### src/rtl/trojan_scan_pkg.sv
// Shared types and sizing for the exhaustive 3-input trojan scan controller.
package trojan_scan_pkg;

  localparam int unsigned NUM_PATTERNS = 8;
  localparam int unsigned IDX_W        = 3;
  localparam int unsigned CNT_W        = 4;

  typedef logic [IDX_W-1:0] idx_t;
  typedef logic [CNT_W-1:0] cnt_t;

  typedef enum logic [2:0] {
    ST_IDLE,
    ST_APPLY,
    ST_SETTLE,
    ST_CHECK,
    ST_DONE
  } state_e;

endpackage

### src/rtl/golden_ref_model.sv
// Combinational reference for the circuit-under-test: expected E/F/G/H for inputs A/B/C.
module golden_ref_model (
  input  logic a,
  input  logic b,
  input  logic c,
  output logic e,
  output logic f,
  output logic g,
  output logic h
);

  assign e = a & b;
  assign f = a | c;
  assign g = ~c;
  assign h = ((a & b) | ((a | c) & ~c)) & c;

endmodule

### src/rtl/trojan_scan_ctrl.sv
// Walks all 8 input patterns through the CUT, compares each settled response
// with the golden model and accumulates a per-pattern mismatch summary.
module trojan_scan_ctrl
  import trojan_scan_pkg::*;
#(
  parameter int unsigned SETTLE_CYCLES = 2
) (
  input  logic             clk,
  input  logic             rst_n,
  input  logic             start,
  input  logic             abort,
  output logic             cut_a,
  output logic             cut_b,
  output logic             cut_c,
  input  logic             cut_e,
  input  logic             cut_f,
  input  logic             cut_g,
  input  logic             cut_h,
  output logic             busy,
  output logic             done,
  output logic             pass,
  output logic             fail,
  output logic [7:0]       fail_mask,
  output logic [CNT_W-1:0] mismatch_count,
  output logic [IDX_W-1:0] first_fail
);

  localparam logic [3:0] SETTLE_LAST = 4'((SETTLE_CYCLES == 0) ? 0 : SETTLE_CYCLES - 1);
  localparam idx_t       IDX_LAST    = idx_t'(NUM_PATTERNS - 1);

  state_e     state_q, state_d;
  idx_t       idx_q, idx_d;
  logic [3:0] settle_q, settle_d;
  logic [7:0] mask_q, mask_d;
  cnt_t       count_q, count_d;
  idx_t       first_q, first_d;

  logic gold_e, gold_f, gold_g, gold_h;
  logic mismatch;
  logic abort_hit;
  logic start_hit;

  golden_ref_model u_golden (
    .a (idx_q[2]),
    .b (idx_q[1]),
    .c (idx_q[0]),
    .e (gold_e),
    .f (gold_f),
    .g (gold_g),
    .h (gold_h)
  );

  assign mismatch  = {cut_e, cut_f, cut_g, cut_h} != {gold_e, gold_f, gold_g, gold_h};
  assign abort_hit = abort && (state_q != ST_IDLE);
  assign start_hit = start && ((state_q == ST_IDLE) || (state_q == ST_DONE));

  always_ff @(posedge clk or negedge rst_n) begin
    if (!rst_n) begin
      state_q <= ST_IDLE;
    end else begin
      state_q <= state_d;
    end
  end

  always_comb begin
    state_d = state_q;
    unique case (state_q)
      ST_IDLE:   if (start) state_d = ST_APPLY;
      ST_APPLY:  state_d = abort ? ST_IDLE : ((SETTLE_CYCLES == 0) ? ST_CHECK : ST_SETTLE);
      ST_SETTLE: begin
        if (abort)                        state_d = ST_IDLE;
        else if (settle_q == SETTLE_LAST) state_d = ST_CHECK;
      end
      ST_CHECK: begin
        if (abort)                 state_d = ST_IDLE;
        else if (idx_q == IDX_LAST) state_d = ST_DONE;
        else                       state_d = ST_APPLY;
      end
      ST_DONE: begin
        if (abort)      state_d = ST_IDLE;
        else if (start) state_d = ST_APPLY;
      end
      default: state_d = ST_IDLE;
    endcase
  end

  always_ff @(posedge clk or negedge rst_n) begin
    if (!rst_n) begin
      idx_q    <= '0;
      settle_q <= '0;
      mask_q   <= '0;
      count_q  <= '0;
      first_q  <= '0;
    end else begin
      idx_q    <= idx_d;
      settle_q <= settle_d;
      mask_q   <= mask_d;
      count_q  <= count_d;
      first_q  <= first_d;
    end
  end

  // Abort discards any mismatch seen in the same CHECK cycle.
  always_comb begin
    idx_d    = idx_q;
    settle_d = settle_q;
    mask_d   = mask_q;
    count_d  = count_q;
    first_d  = first_q;
    if (abort_hit || start_hit) begin
      idx_d    = '0;
      settle_d = '0;
      mask_d   = '0;
      count_d  = '0;
      first_d  = '0;
    end else begin
      unique case (state_q)
        ST_APPLY:  settle_d = '0;
        ST_SETTLE: settle_d = settle_q + 4'd1;
        ST_CHECK: begin
          if (mismatch) begin
            mask_d[idx_q] = 1'b1;
            count_d       = count_q + cnt_t'(1);
            if (count_q == '0) first_d = idx_q;
          end
          if (idx_q != IDX_LAST) idx_d = idx_q + idx_t'(1);
        end
        default: ;
      endcase
    end
  end

  always_comb begin
    busy = (state_q == ST_APPLY) || (state_q == ST_SETTLE) || (state_q == ST_CHECK);
    done = (state_q == ST_DONE);
    pass = (state_q == ST_DONE) && (count_q == '0);
    fail = (state_q == ST_DONE) && (count_q != '0);
    {cut_a, cut_b, cut_c} = busy ? idx_q : '0;
  end

  assign fail_mask      = mask_q;
  assign mismatch_count = count_q;
  assign first_fail     = first_q;

endmodule
### config.mk
export PLATFORM = sky130hd
export DESIGN_NAME = trojan_scan_ctrl
export DESIGN_NICKNAME = d
export VERILOG_FILES = /design/src/rtl/trojan_scan_pkg.sv /design/src/rtl/golden_ref_model.sv /design/src/rtl/trojan_scan_ctrl.sv
export SDC_FILE = /design/constraint.sdc
export NUM_CORES = 1
export LEC_CHECK = 0
export ABC_AREA = 1
export BUFFER_PORTS_ARGS = -buffer_cell sky130_fd_sc_hd__buf_2
export CAP_MARGIN = 20
export CORE_ASPECT_RATIO = 0.5
export CORE_UTILIZATION = 55
export DETAILED_ROUTE_END_ITERATION = 16
export PLACE_DENSITY = 0.8
export SETUP_SLACK_MARGIN = 0.1
export SYNTH_ARGS = -nofsm -noshare
export SYNTH_HDL_FRONTEND = slang
export SYNTH_SLANG_ARGS = --single-unit
### constraint.sdc
create_clock -name clk -period 3.6 [get_ports clk]
set_input_delay 0.18 -clock clk [delete_from_list [all_inputs] [get_ports clk]]
set_output_delay 0.18 -clock clk [all_outputs]
set_load 0.03 [all_outputs]
# Yosys cells after proc, flatten, opt, wreduce, memory -nomap -nowiden
# Cells that the tools add are included.
dict set report totals {
  elab_cells 74
  in_bits 8
  out_inout_bits 22
  ff_bits 25
}
dict set report classes {
  n_eq_ne 9
  n_bitwise 7
  addsub 3
  n_reduce_logical 21
  muxes 26
  order_cmp 2
}
# cell count
set ops {}
lappend ops {{$mux W3} 14}
lappend ops {{$mux W8} 3}
lappend ops {{$mux W4} 4}
lappend ops {{$pmux W3 S5} 1}
lappend ops {{$add A4 B1 Y4 const B} 2}
lappend ops {{$or A8 B8 Y8} 1}
lappend ops {{$pmux W4 S2} 1}
lappend ops {{$reduce_bool A2 Y1} 4}
lappend ops {{$eq A3 B2 Y1 const B} 2}
lappend ops {{$eq A3 B3 Y1 const B} 2}
lappend ops {{$ne A3 B3 Y1 const B} 2}
lappend ops {{$reduce_bool A3 Y1} 2}
lappend ops {{$logic_and A1 B1 Y1} 5}
lappend ops {{$eq A4 B1 Y1 const B} 1}
lappend ops {{$logic_not A4 Y1} 1}
lappend ops {{$logic_or A1 B1 Y1} 4}
lappend ops {{$lt A3 B4 Y1 const B} 1}
lappend ops {{$ne A4 B4 Y1} 1}
lappend ops {{$reduce_and A2 Y1} 2}
lappend ops {{$reduce_bool A4 Y1} 1}
lappend ops {{$add A3 B1 Y3 const B} 1}
lappend ops {{$and A1 B1 Y1} 3}
lappend ops {{$demux W1 S3} 1}
lappend ops {{$eq A3 B1 Y1 const B} 1}
lappend ops {{7 further kinds} 8}

# Logic depth before layout (Yosys ltp)
# Gate-level depths: netlist of the first run.
dict set report depth {
  depth_word 8
  depth_mapped 11
  ltp_nobuf 9
}

# By module
# A second synthesis of the first run with hierarchy kept.
dict set report unflattened {
  hier_cells 198
  hier_area_um2 1493.9
}
# mod area_each_um2 cells_each n_inst seq_area_each_um2
set modules_own_cells {}
lappend modules_own_cells {trojan_scan_ctrl 1472.7 193 1 625.6}
lappend modules_own_cells {golden_ref_model 21.3 5 1 0.0}

# Worst setup path before layout of the first run
# OpenSTA, ideal clock, no wires.
dict set report synth_timing {
  kind {reg-to-output}
  from {register state_q[0]}
  to {output port fail}
  n_path_buf 0
  t_arrival_ns 1.677
  path_slack_ns 1.743
  t_required_ns 3.420
  path_stages_with_launch 6
  path_cell_list {dfrtp_1 nor2_4 inv_1 nor2_1 inv_1 nor2_1}
}
dict set report synth_via {
  elab_chain_len 2
}
# item line_no
set synth_rtl {}
lappend synth_rtl {{start, declared} trojan_scan_ctrl.sv:31} ;# state_e state_q, state_d;
lappend synth_rtl {{start signal, assigned} trojan_scan_ctrl.sv:61} ;# state_q <= state_d;
lappend synth_rtl {{$eq A3 B3 Y1} n/a}
lappend synth_rtl {{named net done} trojan_scan_ctrl.sv:20} ;# output logic done,
lappend synth_rtl {{$logic_and A1 B1 Y1} trojan_scan_ctrl.sv:137} ;# fail = (state_q == ST_DONE) && (count_q != '0);
lappend synth_rtl {{end, declared} trojan_scan_ctrl.sv:22} ;# output logic fail,
# The timed path passes the listed nets, and every way through them passes these cells.

# Final worst setup path of the first run
dict set report layout_timing {
  from {register state_q[0]}
  to {output port fail}
}
dict set report layout_via {
  elab_chain_len 2
}
# item line_no
set layout_rtl {}
lappend layout_rtl {{$eq A3 B3 Y1} trojan_scan_ctrl.sv:137}
lappend layout_rtl {{$logic_and A1 B1 Y1} trojan_scan_ctrl.sv:137}
# No other way between the ends.

==> flow_metrics.env, run 1 <==
export IMPL_path_max_fanout=7
export IMPL_cellPowerDensity_nw_per_um2=725
export IMPL_status="completed"
export IMPL_seqCellArea_um2=626
export IMPL_grt_ovfl_total=0
export IMPL_hold_path_class="in2reg"
export IMPL_multi_input_area_um2=754
export IMPL_initial_core_util=0.584
export IMPL_cp_end_kind="output port"
export IMPL_whs_endpoint="state_q[2]"
export IMPL_syn_to_final_growth_pct=11.7
export IMPL_rows=13
export IMPL_synth_cell_types=29
export IMPL_globalplace_congestion=0.842
export IMPL_via_per_inst=5.29
export IMPL_synth_top_area_frac=0.412
export IMPL_fin_nets=223
export IMPL_critPathKind="reg2out"
export IMPL_fillers=233
export IMPL_clk_insertion_delay_late_ps=270
export IMPL_clockRootBuffer="clkbuf_8"
export IMPL_fp_dieH_um=39.2
export IMPL_syn_area_um2=1520
export IMPL_critPathArrivalTime_ps=1650
export IMPL_drc=0
export IMPL_r2r_end="fail_mask[0]"
export IMPL_max_cap_viol_count=0
export IMPL_report_final_slew_viol_count=0
export IMPL_worstHoldStart="abort"
export IMPL_grt_first_pass_wirelength_um=4770
export IMPL_holdPathStages=2
export IMPL_ys_ff_latch=25
export IMPL_cts_buffers=3
export IMPL_cts_tree="built"
export IMPL_io_pins=30
export IMPL_finalSetupTns_ps=0
export IMPL_grt_usage=0.218
export IMPL_grt_pass1_vias=1027
export IMPL_finalCritPeriodShare=0.508
export IMPL_wirelength_um=2890
export IMPL_drtAntennaViolNets=0
export IMPL_wl_per_cell_um=11.8
export IMPL_r2r_start="state_q[0]"
export IMPL_cts_sinks=25
export IMPL_yosys_warnings=0
export IMPL_antennaDiodeCount=0
export IMPL_holdWs_ps=123
export IMPL_cts_htree_levels=1
export IMPL_rsz0062_at_grt="no"
export IMPL_worstSetupStartpoint="state_q[0]"
export IMPL_fin_crit_ps=1830
export IMPL_max_slew_margin=0.637
export IMPL_hold_violations=0
export IMPL_io_buffers=29
export IMPL_syn_num_nets=195
export IMPL_synthCells=181
export IMPL_start_kind="register"
export IMPL_die_x_um=76.4
export IMPL_r2r_cells=9
export IMPL_skew_ps=1.72
export IMPL_dpl_hpwl_um=2190
export IMPL_drive_gt1_frac=0.264
export IMPL_synth_area_top_cells="dfrtp_1, nand2_1, o21ai_2"
export IMPL_drt_first_pass_iters=4
export IMPL_core_area_um2=2600
export IMPL_clk_pin_slew_worst_paths_ps=80
export IMPL_die_area_um2=2990
export IMPL_yosys_area_top_type="dfrtp_1"
export IMPL_postCtsSetupBuffers=0
export IMPL_ir_drop_uv=372
export IMPL_via_count=1297
export IMPL_avgSynthCellArea_um2=8.40
export IMPL_clock_path_buffers=2
export IMPL_worst_pin_slew_ps=544
export IMPL_dr_first_iter_drc_count=74
export IMPL_r2r_slack_ps=1770
export IMPL_setup_viol=0
export IMPL_grt_max_degree=26
export IMPL_ys_seq_area_frac=0.412
export IMPL_antenna_found_initial=0
export IMPL_crit_required_ps=3420
export IMPL_p_leak_nw=0.878
export IMPL_fmax_mhz=547
## cells in the final DEF (no fill, tap or decap)
cell / instances
a211oi_1: 2
a21oi_1: 3
a31oi_1: 1
buf_2: 29
clkbuf_1: 1
clkbuf_8: 3
dfrtp_1: 25
dlygate4sd3_1: 1
ha_1: 6
inv_1: 16
inv_2: 3
nand2_1: 35
nand2_2: 2
nand2_4: 3
nand3_1: 9
nand3b_1: 1
nand4_1: 5
nor2_1: 19
nor2_4: 2
nor3_1: 9
o211ai_1: 1
o21ai_0: 10
o21ai_2: 12
o21bai_1: 1
o22ai_1: 1
o31ai_1: 1
o32ai_1: 2
or2_2: 1
xnor2_1: 1
xor2_1: 3
## cells by family (layout without fill, tap and decap cells)
kind of cell	after synthesis	count (layout)	share of synthesized area
flip-flops	25	25	0.412
XOR/XNOR	4	4	0.0230
AND/OR/NAND/NOR	86	86	0.267
buffers and inverters	26	53	0.0922
adder cells (fa/ha/maj)	6	6	0.0494
AO/OA/AOI/OAI	34	34	0.156
## worst max-delay path: stages, from the launching register on
cell and delay (ps):
dfrtp_1 440, nor2_4 200, inv_1 60, nor2_1 190, inv_1 130, nor2_1 140
buf_2 220
## per-layer routing
metal	track usage	share of wire
met5	0	0
met3	0.0588	0.057
met4	0.0288	0.0028
met1	0.292	0.49
met2	0.369	0.45
## sequential cells by signal, summed over array words and instances (netlist names)
name / count
fail_mask: 8
idx_q: 3
settle_q: 4
first_fail: 3
state_q: 3
mismatch_count: 4
## area by class of cell
type,instances,share of cell area
multi-input combinational,130,0.444
sequential,25,0.368
timing repair buffer,30,0.0914
inverter,19,0.0420
clock buffer,4,0.0265
tap,37,0.0273
## synth_stat cells (all sizes together)
library cell / count
inv: 19
a211oi: 2
nand3b: 1
nand3: 9
o211ai: 1
o32ai: 2
a21oi: 3
or2: 1
dfrtp: 25
ha: 6
o21bai: 1
o22ai: 1
o31ai: 1
buf: 7
o21ai: 22
nand4: 5
xnor2: 1
nor2: 21
nor3: 9
nand2: 40
xor2: 3
a31oi: 1
## worst max-delay path by stage
stage                         endpoint  slack (ps)
after floorplan                   fail        1740
after global placement    fail_mask[3]        1870
after detailed placement  fail_mask[3]        1800
after CTS                 fail_mask[3]        1780
after global routing      fail_mask[2]        1550
final                             fail        1770
## repair_timing
item	4_1_cts	5_1_grt
endpoints found under the hold margin	25	0
resized for setup	0	0
hold buffers	1	0
## per-stage QoR
stage | area (um^2) | power [mW] | setup slack (ps) | utilization | cells
final | 1700 | 1.23 | 1770 | 0.652 | 245
after global routing | 1700 | 1.34 | 1550 | 0.652 | 245
after floorplan | 1520 | 0.996 | 1740 | - | 181
after global placement | 1640 | 1.05 | 1870 | 0.631 | 240
after detailed placement | 1640 | 1.07 | 1800 | 0.631 | 240
after CTS | 1700 | 1.24 | 1780 | 0.652 | 245
## report_power, final
group	switching [mW]	internal (mW)	leakage [nW]
clock	0.0872	0.0793	0.0228
sequential	0.0897	0.348	0.340
combinational	0.441	0.185	0.515
Note: power is estimated with default switching activity, not from simulation.
==> run 2: changes to the inputs <==
Settings changed: CORE_UTILIZATION 55 to 54, PLACE_DENSITY 0.8 to 0.78.
Clock period 3.6 ns to 1.69 ns, I/O delays scaled along.
==> run 2 against run 1 <==
Compared with the run above:
- register-to-register slack worse by 1600 ps
- non-clock buffer count grew 17
- routed wire length is 18% higher
==> flow_metrics.env, run 2 (synthesis gave the netlist of run 1 again) <==
export IMPL_drc=0
export IMPL_hold_violations=0
export IMPL_cts_buffers=3
export IMPL_via_count=1387
export IMPL_critPathKind="reg2out"
export IMPL_rsz0062_at_grt="yes"
export IMPL_die_area_um2=3040
export IMPL_status="completed"
export IMPL_r2r_start="idx_q[0]"
export IMPL_drtAntennaViolNets=0
export IMPL_io_pins=30
export IMPL_clock_path_buffers=2
export IMPL_dpl_hpwl_um=2370
export IMPL_grt_pass1_vias=1131
export IMPL_dr_first_iter_drc_count=80
export IMPL_max_slew_margin=0.617
export IMPL_antenna_found_initial=0
export IMPL_finalSetupTns_ps=0
export IMPL_ir_drop_uv=928
export IMPL_fp_dieH_um=39.5
export IMPL_r2r_cells=6
export IMPL_r2r_slack_ps=160
export IMPL_crit_required_ps=1610
export IMPL_clockRootBuffer="clkbuf_8"
export IMPL_grt_usage=0.229
export IMPL_io_buffers=29
export IMPL_fin_crit_ps=1540
export IMPL_antennaDiodeCount=0
export IMPL_cp_end_kind="output port"
export IMPL_holdWs_ps=12.0
export IMPL_cellPowerDensity_nw_per_um2=1600
export IMPL_path_max_fanout=5
export IMPL_start_kind="register"
export IMPL_r2r_end="idx_q[2]"
export IMPL_clk_insertion_delay_late_ps=270
export IMPL_max_stage_delay_ps=420
export IMPL_grt_ovfl_total=0
export IMPL_cts_sinks=25
export IMPL_worstSetupStartpoint="state_q[1]"
export IMPL_fin_nets=241
export IMPL_critPathArrivalTime_ps=1460
export IMPL_skew_ps=4.69
export IMPL_whs_endpoint="state_q[2]"
export IMPL_hold_path_class="in2reg"
export IMPL_worstPathCellList="nor2_4 > buf_4 > inv_1 > nor2_4 > inv_2 > nor2_1 > buf_4"
export IMPL_p_leak_nw=0.969
export IMPL_fmax_mhz=648
export IMPL_drive_gt1_frac=0.363
export IMPL_grt_max_degree=26
export IMPL_globalplace_congestion=0.826
export IMPL_layout_commonest_cell="nand2_1"
export IMPL_setup_viol=0
export IMPL_holdPathStages=2
export IMPL_crit_path_top_delay_cell="dfrtp_1"
export IMPL_worst_pin_slew_ps=575
export IMPL_initial_core_util=0.577
export IMPL_grt_first_pass_wirelength_um=5170
export IMPL_syn_to_final_growth_pct=24.4
export IMPL_mostFrequentLayoutCells="nand2_1, buf_2, dfrtp_1"
export IMPL_drt_first_pass_iters=4
export IMPL_finalCritPeriodShare=0.913
export IMPL_rows=13
export IMPL_wl_per_cell_um=13.0
export IMPL_worstHoldStart="abort"
export IMPL_largest_reg_flops=8
export IMPL_via_per_inst=5.27
export IMPL_cts_tree="built"
export IMPL_fillers=222
export IMPL_cts_htree_levels=1
export IMPL_core_area_um2=2640
export IMPL_report_final_slew_viol_count=0
export IMPL_clk_pin_slew_worst_paths_ps=90
export IMPL_wirelength_um=3430
export IMPL_die_x_um=77.0
export IMPL_max_cap_viol_count=0
## run 2: changes by cell type in the layout (fill, tap and decap cells not counted), moves of 2 or more
cell     delta
buf_2       -2
buf_4      +18
dfrtp_1     -4
dfrtp_2     +4
nor2_1      -2
## run 2: timing repair
action / 4_1_cts / 5_1_grt
resized for setup: 8 / 5
pin swaps: 2 / 3
setup buffers: 4 / 4
cloned: 0 / 1
hold endpoints to repair: 25 / 0
endpoints found under the setup margin: 18 / 21
hold buffers: 1 / 0
## run 2: worst max path at each step
stage | to | slack (ps) | depth (start not counted)
4_1_cts | state_q[0] | 100 | 7
5_1_grt | fail | 40 | 7
6_report | pass | 150 | 7
3_5_place_dp | mismatch_count[0] | 50 | 8
2_1_floorplan | fail | 110 | 5
3_3_place_gp | fail_mask[5] | 100 | 8
## run 2: area by class of cell
| class | instances | area, um^2 | area share |
|---|---|---|---|
| timing repair buffer | 47 | 300 | 0.159 |
| sequential | 25 | 631 | 0.334 |
| clock buffer | 4 | 45.0 | 0.0238 |
| tap | 37 | 46.3 | 0.0245 |
| multi-input combinational | 131 | 797 | 0.422 |
| inverter | 19 | 71.3 | 0.0377 |
## run 2: per-layer routing
layer  GRT usage  vias to the layer above  part of all wire
met5           0                        -                 0
met4      0.0283                        0            0.0038
met3      0.0512                        2             0.048
met2       0.440                       29              0.49
met1       0.281                      664              0.45
li1            -                      692                 -
## run 2: worst max-delay path: cells and delay by family (launching register included)
kind          cells  cell delay, ps
simple gates      3             340
flops             1             420
buf+inv           4             430
## run 2: power breakdown
group / total [mW] / switching (mW) / internal [mW]
clock network: 0.358 / 0.190 / 0.169
registers: 0.924 / 0.174 / 0.750
logic: 1.75 / 1.11 / 0.640
total: 3.03 / 1.47 / 1.56
## run 2: metrics by stage
step	utilization	std cells	power [mW]	setup slack (ps)	cell area, um^2
after detailed placement	0.655	249	2.47	53.1	1730
after floorplan	-	181	2.12	111	1520
after global placement	0.655	249	2.42	103	1730
after CTS	0.693	258	2.90	102	1830
final	0.717	263	3.03	147	1890
after global routing	0.717	263	3.24	39.9	1890
